===== src/rtl/fetch_unit.sv =====
// fetch_unit: multicycle instruction fetch with PC, latency counter and valid/ready hand-off.
// Define FETCH_MISALIGN_TRAP_EN to trap misaligned PCs to EXC_VECTOR.
`timescale 1ns/1ps
module fetch_unit #(
  parameter int unsigned      XLEN         = 32,
  parameter int unsigned      MEM_LATENCY  = 1,
  parameter logic [XLEN-1:0]  RESET_VECTOR = '0,
  parameter logic [XLEN-1:0]  EXC_VECTOR   = 'h80
) (
  input  logic            clk_i,
  input  logic            rst_ni,
  input  logic            redirect_valid_i,
  input  logic [XLEN-1:0] redirect_pc_i,
  output logic [XLEN-1:0] mem_addr_o,
  output logic            mem_rd_o,
  input  logic [XLEN-1:0] mem_rdata_i,
  output logic [XLEN-1:0] instr_o,
  output logic [XLEN-1:0] instr_pc_o,
  output logic            instr_valid_o,
  input  logic            instr_ready_i,
  output logic [XLEN-1:0] pc_o,
  output logic            misalign_o,
  output logic [1:0]      state_out_o
);
  typedef enum logic [1:0] {FETCH = 2'd0, WAIT = 2'd1, HOLD = 2'd2, TRAP = 2'd3} state_e;
  state_e          state_q;
  logic [3:0]      cnt_q;
  logic [XLEN-1:0] pc_q, instr_q, instr_pc_q;
  logic            valid_q, misal;
`ifdef FETCH_MISALIGN_TRAP_EN
  assign misal      = pc_q[1:0] != 2'b00;
  assign mem_addr_o = pc_q;
  assign misalign_o = rst_ni && state_q == TRAP;
`else
  assign misal      = 1'b0;
  assign mem_addr_o = {pc_q[XLEN-1:2], 2'b00};
  assign misalign_o = 1'b0;
`endif
  // read strobe is forced low while reset is held, even though the state is FETCH
  assign mem_rd_o      = rst_ni && state_q == FETCH && !misal;
  assign instr_o       = instr_q;
  assign instr_pc_o    = instr_pc_q;
  assign instr_valid_o = valid_q;
  assign pc_o          = pc_q;
  assign state_out_o   = state_q;
  always_ff @(posedge clk_i or negedge rst_ni) begin
    if (!rst_ni) begin
      state_q    <= FETCH;
      cnt_q      <= '0;
      pc_q       <= RESET_VECTOR;
      instr_q    <= '0;
      instr_pc_q <= '0;
      valid_q    <= 1'b0;
    end else if (redirect_valid_i) begin
      state_q <= FETCH;
      cnt_q   <= '0;
      pc_q    <= redirect_pc_i;
      valid_q <= 1'b0;
    end else begin
      case (state_q)
        FETCH:
          if (misal) begin
            state_q <= TRAP;
            pc_q    <= EXC_VECTOR;
          end else begin
            state_q <= WAIT;
            cnt_q   <= 4'(MEM_LATENCY - 1);
          end
        WAIT:
          if (cnt_q != 4'd0) cnt_q <= cnt_q - 4'd1;
          else begin
            instr_q    <= mem_rdata_i;
            instr_pc_q <= pc_q;
            pc_q       <= pc_q + XLEN'(4);
            valid_q    <= 1'b1;
            state_q    <= HOLD;
          end
        HOLD:
          if (instr_ready_i) begin
            valid_q <= 1'b0;
            state_q <= FETCH;
          end
        TRAP: state_q <= FETCH;
        default: state_q <= FETCH;
      endcase
    end
  end
endmodule


===== config.mk =====
export PLATFORM = sky130hd
export DESIGN_NAME = fetch_unit
export DESIGN_NICKNAME = d
export VERILOG_FILES = /design/src/rtl/fetch_unit.sv
export SDC_FILE = /design/constraint.sdc
export NUM_CORES = 1
export LEC_CHECK = 0
export CAP_MARGIN = 20
export CORE_ASPECT_RATIO = 2
export CORE_UTILIZATION = 48
export CTS_BUF_LIST = sky130_fd_sc_hd__clkbuf_8
export CTS_CLUSTER_SIZE = 25
export DETAILED_ROUTE_END_ITERATION = 8
export PLACE_DENSITY = 0.87
export SYNTH_ARGS = -nofsm -noshare
export SYNTH_HDL_FRONTEND = slang
export SYNTH_SLANG_ARGS = --single-unit

===== constraint.sdc =====
create_clock -name clk_i -period 4.1 [get_ports clk_i]
set_input_delay 0.41 -clock clk_i [delete_from_list [all_inputs] [get_ports clk_i]]
set_output_delay 0.41 -clock clk_i [all_outputs]
set_load 0.1 [all_outputs]

==> results.cfg <==
[synthesis]
syn_inst = 443
ys.flop_type = dfrtp_1
syn-cell-area_sq_mm = 0.00498
synth-seq-cells = 103
synthTopCellsByArea = dfrtp_1, mux2_2, buf_4, or4_1, mux2_1
async_flop_share = 1.00
synth-seq-area-share = 0.517
syn_avg_cell_area_sq_um = 11.2
yosys_warnings = 0
netlist.area_leader.share = 0.517
yosysTopAreaCell = dfrtp_1
ys_types = 45
synth_edf_count = 0

[pwr]
switching_power_uw = 3020
p_comb_frac = 0.599
swShare = 0.562
internal-power_uw = 2350
p_seq_frac = 0.273
ir_drop_mv = 0.510
leakagePower_uw = 0.00274
total_power_uw = 5370
clockPowerShare = 0.129
pwr_density_cell_mw_per_mm2 = 765

[floorplan]
initial_utilization = 0.494
die_w_microns = 74.1
dieArea_sq_mm = 0.0108
die_y_microns = 146
ios = 201
core_area_sq_mm = 0.0101
num_rows = 52

[worst_setup_path]
startpoint = cnt_q[0]
slowest_delay_ps = 740
end_kind = register
cp-start-kind = register
critPathRequiredTime_ps = 4360
arrival_ps = 3030
crit_top_cell = or4_1
worstSetupPathType = reg2reg
critPathSlowestCell = or4_1
rr_startpoint = cnt_q[0]
crit_chain = inv_1 > ha_1 > or3b_4 > or4_1 > or4_1 > a31o_1
critical_path_peak_fanout = 13

[routing]
drc_errors = 0
drt_iter0_drc = 251
vias = 4130
wirelength_mm = 13.2
ant_nets = 0
wl_per_cell_microns = 17.9
drtPass1Iterations = 5
via_per_inst = 5.58

[sta]
maxSlewHeadroom = 0.328
fin_crit_ps = 2770
rsz0062_at_grt = false
skew_ps = 19.0
fin_hold_ws_ps = 496
fin_crit_sh = 0.675
setup_tns_ps = 0
clock.fmax_ghz = 0.361
setup_violations = 0
report.final.slew_viol_count = 0
worst_pin_slew_ps = 1000
final-hold-violation-count = 0

[clock_network]
cts_root_buf = clkbuf_8
path_clk_slew_ps = 90
clk_latency_ps = 380
cts_max_level = 3
cts_buffers = 9
cts_setup_buffers = 0
cts_buffer_depth = 2
cts_tree = yes
clock-sinks = 103

[hold_path]
min_from = instr_o[25]
hold_path.class = reg2reg

[layout]
drive_gt1_frac = 0.139
layout_common_cells = clkdlybuf4s50_1, dfrtp_1, mux2_2, nand2_1, nor2_1
final_common_cell = clkdlybuf4s50_1
final_net_count = 671
diodes = 0
post-route-util = 0.696
area_growth_pct = 40.8

[global_routing]
antenna_found_initial = 0
grt_use_total = 0.254
grt_max_degree = 70
grt_pass1_wl_mm = 20.8
overflow = 0
grt_pass1_vias = 4224

[placed_design]
place.gp.congestion = 0.859
dpl.hpwl_mm = 9.83
numPortBuffers = 197

[status]
outcome = complete, no violations

[job]
drv_cap = 0
[synthesized netlist by cell type, drive strengths merged (4+ instances only)]
library cell / instances
dfrtp: 103
mux2: 67
buf: 43
nand2: 24
nor2: 24
or4: 20
a31oi: 16
nand3: 16
clkbuf: 15
o21ai: 15
o31ai: 13
nand4: 9
inv: 7
nor3: 7
nor4: 6
or3: 6
a21oi: 5
nor3b: 5
xnor2: 5
nand4b: 4
nor2b: 4
[what timing repair did]
| item | 4_1_cts | 5_1_grt |
|---|---|---|
| hold endpoints to repair | 27 | 0 |
| endpoints found under the setup margin | 0 | 0 |
| hold buffers | 1 | 0 |
| gates resized for setup | 0 | 0 |
[routing by layer]
layer,track usage,wire (microns)
met2,0.480,7420
met4,0.121,442
met1,0.255,4540
met5,0,0
met3,0.0393,817
[flip-flops by register name, indices dropped and copies added (netlist names)]
| register | cells |
|---|---|
| state_out_o | 2 |
| pc_o | 32 |
| cnt_q | 4 |
| instr_pc_o | 32 |
| instr_valid_o | 1 |
| instr_o | 32 |
[final timing paths]
check | to | slack (ps) | cells after the start
min in group asynchronous | instr_pc_o[14] | 540 | 2
max in group asynchronous | pc_o[21] | 2280 | 3
setup / recovery | pc_o[30] | 1330 | 6
setup reg to reg | pc_o[30] | 1330 | 6
hold reg to reg | instr_o[25] | 500 | 1
hold / removal | instr_o[25] | 500 | 1
[metrics by stage]
stage	setup slack (ps)	instance area [sq um]	instances
after floorplan	398	4990	445
after global placement	1440	6800	723
after detailed placement	1350	6800	723
after CTS	1360	7020	740
after global routing	1240	7020	740
final	1330	7020	740
[cells by family after synthesis]
family                     count (synthesis)  synth area share
muxes                                     68             0.153
buffers and inverters                     66            0.0796
and+or+nand+nor                          136             0.152
AOI/OAI and AO/OA                         59            0.0768
DFF                                      103             0.517
adders and majority gates                  3           0.00753
xor gates and xnor gates                   7            0.0123
other                                      1          0.000752
[worst max-delay path, delay by kind of cell (launching register included)]
family | cells | cell delay (ps)
simple gates | 3 | 1670
buf+inv | 1 | 140
flops | 1 | 420
fa+ha+maj | 1 | 200
compound gates | 1 | 230
[cell type report]
type | instances | area (sq um)
timing repair buffer | 202 | 2010
clock inverter | 7 | 87.6
fill | 790 | 3070
sequential | 103 | 2580
tap | 135 | 169
clock buffer | 9 | 124
multi-input combinational | 276 | 2020
inverter | 8 | 30.0
[power by group through the flow]
| stage | Clock [uW] | Sequential [uW] | Combinational, uW |
|---|---|---|---|
| 2_1_floorplan | 0 | 3350 | 599 |
| 3_3_place_gp | 0 | 1460 | 3190 |
| 3_5_place_dp | 0 | 1480 | 3230 |
| 4_1_cts | 706 | 1460 | 3230 |
| 5_1_grt | 745 | 1500 | 3290 |
| 6_report | 691 | 1460 | 3210 |
Power figures use the tool's default switching activity.
